**config.mk**
```make
export PLATFORM = sky130hd
export DESIGN_NAME = lcd_frame_writer
export DESIGN_NICKNAME = d
export VERILOG_FILES = /design/src/rtl/lcd_frame_writer.sv
export SDC_FILE = /design/constraint.sdc
export NUM_CORES = 1
export LEC_CHECK = 0
export ABC_AREA = 1
export BUFFER_PORTS_ARGS = -buffer_cell sky130_fd_sc_hd__buf_2
export CAP_MARGIN = 25
export CORE_AREA = 2 2 186 188
export CTS_CLUSTER_DIAMETER = 30
export CTS_CLUSTER_SIZE = 16
export DETAILED_ROUTE_END_ITERATION = 16
export DIE_AREA = 0 0 188 190
export GPL_ROUTABILITY_DRIVEN = 1
export GPL_TIMING_DRIVEN = 0
export PLACE_DENSITY = 0.7
export SETUP_SLACK_MARGIN = 0.05
export SYNTH_ARGS = -nofsm -noshare
export SYNTH_HDL_FRONTEND = slang
export SYNTH_SLANG_ARGS = --single-unit
```
**constraint.sdc**
```tcl
create_clock -name iCLK -period 5.8 [get_ports iCLK]
set_clock_uncertainty 0.2 [all_clocks]
set_input_delay 0.29 -clock iCLK [delete_from_list [all_inputs] [get_ports iCLK]]
set_output_delay 0.29 -clock iCLK [all_outputs]
set_load 0.03 [all_outputs]
```
**src/rtl/lcd_frame_writer.sv**
```systemverilog
// lcd_frame_writer: HD44780-compatible (8-bit, write-only) driver for a
// ROWS x COLS character panel. Runs the init command sequence after reset,
// then writes the whole frame from a snapshot of iFRAME, so the panel never
// shows a mix of two frames.
// Every byte takes SETUP (1 cycle), PULSE (EN high for EN_PULSE_CYC cycles)
// and SETTLE (EN low for SETTLE_CYC cycles).
// Optional: define AUTO_REFRESH_EN to start a frame whenever iFRAME differs
// from the last snapshot while idle.
module lcd_frame_writer #(
   parameter int COLS         = 16,
   parameter int ROWS         = 2,
   parameter int EN_PULSE_CYC = 16,
   parameter int SETTLE_CYC   = 262143
) (
   input  logic                   iCLK,
   input  logic                   iRST_N,
   input  logic [8*ROWS*COLS-1:0] iFRAME,
   input  logic                   iRefresh,
   output logic                   oBusy,
   output logic                   oFrameDone,
   output logic                   oInitDone,
   output logic [7:0]             LCD_DATA,
   output logic                   LCD_RW,
   output logic                   LCD_EN,
   output logic                   LCD_RS
);
   localparam int NCELL = ROWS * COLS;
   localparam int CMAX  = (EN_PULSE_CYC > SETTLE_CYC) ? EN_PULSE_CYC : SETTLE_CYC;
   localparam int CW    = $clog2(CMAX + 1);
   localparam int RW    = (ROWS > 1) ? $clog2(ROWS) : 1;
   localparam int COLW  = $clog2(COLS + 1);
   localparam int CELLW = (NCELL > 1) ? $clog2(NCELL) : 1;

   localparam logic [CW-1:0]   EN_LAST  = CW'(EN_PULSE_CYC - 1);
   localparam logic [CW-1:0]   SET_LAST = CW'(SETTLE_CYC - 1);
   localparam logic [RW-1:0]   ROW_LAST = RW'(ROWS - 1);
   localparam logic [COLW-1:0] COL_LAST = COLW'(COLS);

   typedef enum logic [1:0] {ST_INIT, ST_FRAME, ST_IDLE} state_t;
   // PH_START is the parked phase: the cycle after reset and every idle cycle
   typedef enum logic [1:0] {PH_START, PH_SETUP, PH_PULSE, PH_SETTLE} phase_t;

   state_t             state_q, state_d;
   phase_t             phase_q, phase_d;
   logic [CW-1:0]      cnt_q, cnt_d;
   logic [1:0]         init_q, init_d;
   logic [RW-1:0]      row_q, row_d;
   // col 0 is the set-address command of a row, cols 1..COLS are characters
   logic [COLW-1:0]    col_q, col_d;
   logic [CELLW-1:0]   cell_q, cell_d;
   logic [8*NCELL-1:0] snap_q, snap_d;
   logic               pend_q, pend_d;
   logic               fdone_q, fdone_d;
   logic               idone_q, idone_d;
   logic [7:0]         data_q;
   logic               rs_q;
   logic               load, enter, auto_req;
   logic [7:0]         nxt_data;
   logic               nxt_rs;
   logic [7:0]         cell_chr [NCELL];

   // cell 0 sits in the MSBs of the flat frame
   for (genvar g = 0; g < NCELL; g++) begin : g_cell
      assign cell_chr[g] = snap_q[8*(NCELL-g)-1 -: 8];
   end

`ifdef AUTO_REFRESH_EN
   assign auto_req = (iFRAME != snap_q);
`else
   assign auto_req = 1'b0;
`endif

   function automatic logic [7:0] row_off(input logic [RW-1:0] r);
      logic [7:0] o;
      case (int'(r))
         0:       o = 8'h00;
         1:       o = 8'h40;
         2:       o = 8'(COLS);
         default: o = 8'(64 + COLS);
      endcase
      return o;
   endfunction

   // next-state: byte phase timing, byte sequencing, frame entry and pending
   always_comb begin
      state_d = state_q;
      phase_d = phase_q;
      cnt_d   = cnt_q;
      init_d  = init_q;
      row_d   = row_q;
      col_d   = col_q;
      cell_d  = cell_q;
      snap_d  = snap_q;
      pend_d  = pend_q;
      fdone_d = 1'b0;
      idone_d = idone_q;
      load    = 1'b0;
      enter   = 1'b0;
      if (iRefresh && state_q != ST_IDLE) pend_d = 1'b1;
      unique case (phase_q)
         PH_START: begin
            if (state_q == ST_INIT) begin
               phase_d = PH_SETUP;
               load    = 1'b1;
            end else if (iRefresh || auto_req) begin
               enter = 1'b1;
            end
         end
         PH_SETUP: begin
            phase_d = PH_PULSE;
            cnt_d   = '0;
         end
         PH_PULSE: begin
            if (cnt_q == EN_LAST) begin
               phase_d = PH_SETTLE;
               cnt_d   = '0;
            end else begin
               cnt_d = cnt_q + 1'b1;
            end
         end
         PH_SETTLE: begin
            if (cnt_q != SET_LAST) begin
               cnt_d = cnt_q + 1'b1;
            end else if (state_q == ST_INIT) begin
               if (init_q == 2'd3) begin
                  idone_d = 1'b1;
                  enter   = 1'b1;
               end else begin
                  init_d  = init_q + 2'd1;
                  phase_d = PH_SETUP;
                  load    = 1'b1;
               end
            end else if (row_q == ROW_LAST && col_q == COL_LAST) begin
               fdone_d = 1'b1;
               // a request seen in this very cycle still counts as pending
               if (pend_q || iRefresh) begin
                  enter = 1'b1;
               end else begin
                  state_d = ST_IDLE;
                  phase_d = PH_START;
               end
            end else begin
               phase_d = PH_SETUP;
               load    = 1'b1;
               if (col_q != '0) cell_d = cell_q + 1'b1;
               if (col_q == COL_LAST) begin
                  col_d = '0;
                  row_d = row_q + 1'b1;
               end else begin
                  col_d = col_q + 1'b1;
               end
            end
         end
         default: ;
      endcase
      // frame entry satisfies any request made so far
      if (enter) begin
         state_d = ST_FRAME;
         phase_d = PH_SETUP;
         load    = 1'b1;
         row_d   = '0;
         col_d   = '0;
         cell_d  = '0;
         snap_d  = iFRAME;
         pend_d  = 1'b0;
      end
   end

   // byte to put on the bus when the next SETUP begins
   always_comb begin
      nxt_data = 8'h00;
      nxt_rs   = 1'b0;
      if (state_d == ST_INIT) begin
         case (init_d)
            2'd0:    nxt_data = 8'h38;
            2'd1:    nxt_data = 8'h0C;
            2'd2:    nxt_data = 8'h01;
            default: nxt_data = 8'h06;
         endcase
      end else if (col_d == '0) begin
         nxt_data = 8'h80 | row_off(row_d);
      end else begin
         nxt_data = cell_chr[cell_d];
         nxt_rs   = 1'b1;
      end
   end

   // state and datapath registers; bus value only changes at byte start
   always_ff @(posedge iCLK or negedge iRST_N) begin
      if (!iRST_N) begin
         state_q <= ST_INIT;
         phase_q <= PH_START;
         cnt_q   <= '0;
         init_q  <= '0;
         row_q   <= '0;
         col_q   <= '0;
         cell_q  <= '0;
         snap_q  <= '0;
         pend_q  <= 1'b0;
         fdone_q <= 1'b0;
         idone_q <= 1'b0;
         data_q  <= 8'h00;
         rs_q    <= 1'b0;
      end else begin
         state_q <= state_d;
         phase_q <= phase_d;
         cnt_q   <= cnt_d;
         init_q  <= init_d;
         row_q   <= row_d;
         col_q   <= col_d;
         cell_q  <= cell_d;
         snap_q  <= snap_d;
         pend_q  <= pend_d;
         fdone_q <= fdone_d;
         idone_q <= idone_d;
         if (load) begin
            data_q <= nxt_data;
            rs_q   <= nxt_rs;
         end
      end
   end

   assign LCD_EN     = (phase_q == PH_PULSE);
   assign LCD_DATA   = data_q;
   assign LCD_RS     = rs_q;
   assign LCD_RW     = 1'b0;
   assign oBusy      = (state_q != ST_IDLE);
   assign oFrameDone = fdone_q;
   assign oInitDone  = idone_q;

endmodule
```
; ---- Word-level counts from Yosys, hierarchy flattened
; Cells that the tools add are included.
[word_totals]
in_bits = 259
output_inout_bits = 14
reg_bits = 303
[op_classes]
add_sub_neg = 5
bitwise = 3
mux = 70
n_eq_ne = 16
order_cmp = 1
n_reduce_logical = 14
[op_table]
columns = cell, n
row1 = 5-bit two-way mux, 12
row2 = 18-bit case mux with 3 select lines, 1
row3 = 8-bit binary-select mux with 5-bit select, 1
row4 = 18-bit two-way mux, 2
row5 = 2-bit two-way mux, 18
row6 = 8-bit two-way mux, 4
row7 = 1-bit two-way mux, 27
row8 = 18-bit by 1-bit adder with 18-bit output (second input constant), 1
row9 = 18-bit by 4-bit equality test with 1-bit output (second input constant), 1
row10 = 18-bit inequality test (second input constant), 1
row11 = 6-bit case mux with 3 select lines, 1
row12 = 7-bit case mux with 2 select lines, 1
row13 = 5-bit by 1-bit adder with 5-bit output (second input constant), 2
row14 = 2-bit equality test (second input constant), 4
row15 = 2-bit logical NOT, 4
row16 = 2-bit case mux with 4 select lines, 1
row17 = 6-bit >= comparator (second input constant), 1
row18 = 3-bit inequality test (second input constant), 2
row19 = 5-bit inverter with 6-bit output, 1
row20 = 5-bit equality test (second input constant), 1
row21 = 5-bit logical NOT, 1
row22 = 5-bit inequality test (second input constant), 1
row23 = 5-bit AND reduction, 1
row24 = 5-bit nonzero test, 1
row25 = 14 further kinds, 19

; ---- Longest topological paths before layout
[logic_depth]
depth_word = 13
depth_mapped = 22
mapped_depth_nobuf = 22

; ---- Worst setup path before layout
; OpenSTA, ideal clock, no wires.
[synth_path]
path_type = flip-flop to flip-flop
from = reg phase_q[1]
to = reg cnt_q[16]
path_stages_with_launch = 15
setup_slack_ps = 3218
setup_time_ps = 140
synth_period_minus_slack_ps = 2582
t_arrival_ps = 2242
required_ps = 5460
n_path_buf = 1
cell_sequence = dfrtp_1 > ha_1 > buf_2 > inv_1 > nor3_4 > inv_1 > o21ai_0 > nor3_1 > inv_1 > nor2_1 > nand3_1 > nor2_1 > nand3_1 > nor2_1 > a211oi_1
[synth_via]
elab_chain_cells = 3
[synth_rtl]
columns = element, line
row1 = from (decl), 44  ; phase_t phase_q, phase_d;
row2 = from (signal assigned), 206  ; phase_q <= phase_d;
row3 = 2-bit equality test / 2-bit by 1-bit equality test with 1-bit output (equally long branches), 100  ; unique case (phase_q)
row4 = 2-bit inequality test (no line) / 3-bit nonzero test (equally long branches), n/a
row5 = 2-bit AND reduction (no line), n/a
row6 = to (signal assigned), 207  ; cnt_q <= cnt_d;
row7 = to (decl), 45  ; logic [CW-1:0] cnt_q, cnt_d;
; Parallel ways exist; a longest one is shown, timed or not.
; A chain may end at the register's enable or synchronous reset.

; ---- Worst setup path in the final report
[layout_path]
from = reg phase_q[1]
to = reg state_q[0]
[layout_via]
elab_chain_cells = 3
[layout_rtl]
columns = element, line
row1 = 2-bit equality test / 2-bit logical NOT (equally long branches), 100
row2 = 1-bit case mux with 2 select lines / 2-bit two-way mux (equally long branches), 100
row3 = 2-bit two-way mux (*), 157  ; if (enter) begin
row4 = via state_d[0], 43  ; state_t state_q, state_d;
row5 = to (signal assigned), 205  ; state_q <= state_d;
row6 = to (decl), 43
; Mark *: on every way through the listed nets, which the timed path passes. The rest lies on a longest branch.

==> out/results.txt <==
status = complete, no violations
placed insts = 2,748
most common cell in the netlist = nand2_1
total clock sinks = 303
CP top delay family = buffers and inverters
Leakage = 11.6 nW
Root Buffer = clkbuf_16
power per cell area = 311 nW/µm²
clk_lat worst skew = 600 ps
setup TNS = 0 ps
Worst path slowest cell = clkbuf_1
top_reg_cell synth = dfrtp_1
Via density = 5.58
dpl hpwl = 40,500 µm
Starting Density = 44.3%
clock transition at the registers of the reported paths = 40 ps
fin nets = 2,893
Fmax = 273 MHz
Tcrit/Tclk final = 63.3%
DR DRC count = 0
drt total wl = 65,800 µm
minimum clock period = 3670 ps
reg2reg end = state_q[0]
final antenna-violating net count = 0
Inserted Clock Buffers = 73
DRT Pass-1 Iters = 8
max-slew violations = 0
area grow syn2layout = 48.5%
Critical Path Fanout Max = 10
number of antenna violations at the first check in global routing = 0
largest net degree at the start of global routing = 117
Critical Path Start Type = flip-flop
Synth cell types = 43
GRT Util Overall = 36.6%
CP Cell Sequence = ha_1 -> buf_2 -> inv_1 -> nor3_4 -> nand3_2 -> nand2_2 -> nand2_4 -> buf_2 -> buf_4 -> clkbuf_1 -> clkbuf_1 -> o21ai_0
DR iter-0 viols = 2,293
CP Data Arrival Time = 3880 ps
fin area = 22,300 µm²
Synth Register Bits = 303
post-synthesis xor/xnor area fraction = 0.0583%
remaining global-route overflow = 0
fin cells = 3,142
Synth async-reset ratio = 100%
row count = 68
die height = 190 µm
Setup CP Type = flip-flop to flip-flop
Synth Cell Area = 15,000 µm²
Max transition margin = 37.5%
Worst R2R Start = phase_q[1]
DR vias = 17,521
Crit path largest cell delay = 730 ps
worst r2r path cells = 12
yosys synthesis warning count = 0
Final GP Congestion = 0.982
Synth area leaders = dfrtp_1 50%, nand2_1 24%, nand3_1 11%
Placed Area = 17,000 µm²
final hold violations = 0
Critical Path RT = 6010 ps
RSZ-0062 raised after global routing = no
Die X = 188 µm
EDFF count, synth = 0
Max Root-Sink Buffers = 3
share of post-route cells with drive strength above 1 = 18.5%
post-synth net total = 2,287
Synth Area in Compound Gates = 3.97%
Adder-Cell Fraction of Synth Area = 0.666%
worst min path class = input pin to asynchronous set/reset pin
hold slack = 122 ps
total die area = 35,700 µm²
htree depth = 3
area leader, netlist = dfrtp_1
FF-to-FF setup slack = 2130 ps
Max Cap Violations = 0
CP bufs+invs = 6
CTS tree = built
Ports = 273
Final setup viols = 0
wire per inst = 20.9 µm
largest family of logic cells by synthesized area = simple AND/OR/NAND/NOR gates
Worst Tran Pin Value = 937 ps
mux cell area share after synthesis = 0%
Worst VDD drop = 0.000235 V
first-pass GRT wire length = 98,900 µm
core area = 33,900 µm²
Commonest cells post-synth = 948 x nand2_1, 327 x nand3_1, 303 x dfrtp_1, 101 x inv_1, 65 x o21ai_0
Synth Area in Simple Gates = 38.0%
average size of a mapped cell = 7.44 µm²
share of the synthesized area in the top cell type = 50.4%
PortBufs = 271
sequential-to-total area share from yosys stat = 50.4%
Worst setup EP type = flip-flop
vias in the first global route = 17,822
Cells after Synth = 2,020
==> repair_timing <==
action                                 4_1_cts  5_1_grt
endpoints found under the hold margin      353        0
buffers inserted                             0        0
hold buffers                               258        0
gates resized for setup                      0        0
==> routing by layer <==
layer,GRT usage (%),part of all wire [%],vias up
met4,24.5,6.9,0
met1,44.4,37,8179
met3,8.95,11,333
li1,-,-,7668
met2,58.3,45,1341
met5,0,0,-
==> cells in the final DEF, fill, tap and decap left out, types with 9 or more instances in the layout <==
cell	count
clkinvlp_4	9
clkbuf_1	51
buf_2	311
bufinv_16	14
clkbuf_8	12
dfrtp_1	303
buf_4	13
inv_1	101
clkbuf_16	74
nor3_1	13
a21oi_1	26
nand3_1	327
nor2_1	45
buf_6	11
o21ai_0	65
dlygate4sd3_1	258
nand2_1	948
==> metrics by stage <==
step | util (%) | total power [mW] | setup slack [ps]
2_1_floorplan | - | 2.16 | 3220
6_report | 65.8 | 6.94 | 2130
3_5_place_dp | 50.2 | 2.31 | 2260
3_3_place_gp | 50.0 | 2.30 | -1360
5_1_grt | 65.7 | 7.06 | 2020
4_1_cts | 65.7 | 6.88 | 2250
==> state kept, by name, summed over array words and instances (netlist names) <==
| register | flops |
|---|---|
| LCD_DATA | 8 |
| LCD_RS | 1 |
| cell_chr | 256 |
| cell_q | 5 |
| cnt_q | 18 |
| col_q | 5 |
| init_q | 2 |
| oFrameDone | 1 |
| oInitDone | 1 |
| pend_q | 1 |
| phase_q | 2 |
| row_q | 1 |
| state_q | 2 |
==> logic make-up (layout without fill, tap and decap cells) <==
family / after synthesis / in the layout
other: 1 / 2
flip-flops: 303 / 303
AO/OA/AOI/OAI: 111 / 111
XOR/XNOR: 1 / 1
buffers and inverters: 227 / 893
AND/OR/NAND/NOR: 1369 / 1369
adder cells (fa/ha/maj): 8 / 8
==> where the power goes <==
| group | leakage (nW) | internal (mW) | switching [mW] |
|---|---|---|---|
| clock network | 1.31 | 3.12 | 1.39 |
| registers | 3.95 | 2.12 | 0.000633 |
| logic | 6.38 | 0.181 | 0.127 |
| total | 11.6 | 5.42 | 1.51 |
==> worst reg2reg max path, delay by kind of cell (launching register included) <==
family | cells | cell delay (ps)
flops | 1 | 400
buf+inv | 6 | 2160
compound gates | 1 | 170
fa+ha+maj | 1 | 180
simple gates | 4 | 390
==> worst max-delay path by stage <==
stage / startpoint / to / slack, ps / cells past startpoint
detailed placement: phase_q[1] / cell_chr[124] / 2260 / 13
floorplan: phase_q[1] / cnt_q[16] / 3220 / 14
CTS: phase_q[1] / cell_chr[121] / 2250 / 13
global route: cnt_q[0] / cell_chr[179] / 2020 / 14
global placement: iRST_N / cell_chr[89] / -1360 / 1
finish: phase_q[1] / state_q[0] / 2130 / 12
==> area by class of cell <==
cell class | count | area, µm²
multi-input combinational | 1490 | 6420
clock buffer | 89 | 2030
clock inverter | 46 | 682
inverter | 110 | 413
timing repair buffer | 531 | 4000
antenna | 1 | 2.50
sequential | 303 | 7580
buffer | 117 | 622
tap | 455 | 569
fill | 2615 | 11600
Note: power is estimated with default switching activity, not from simulation.
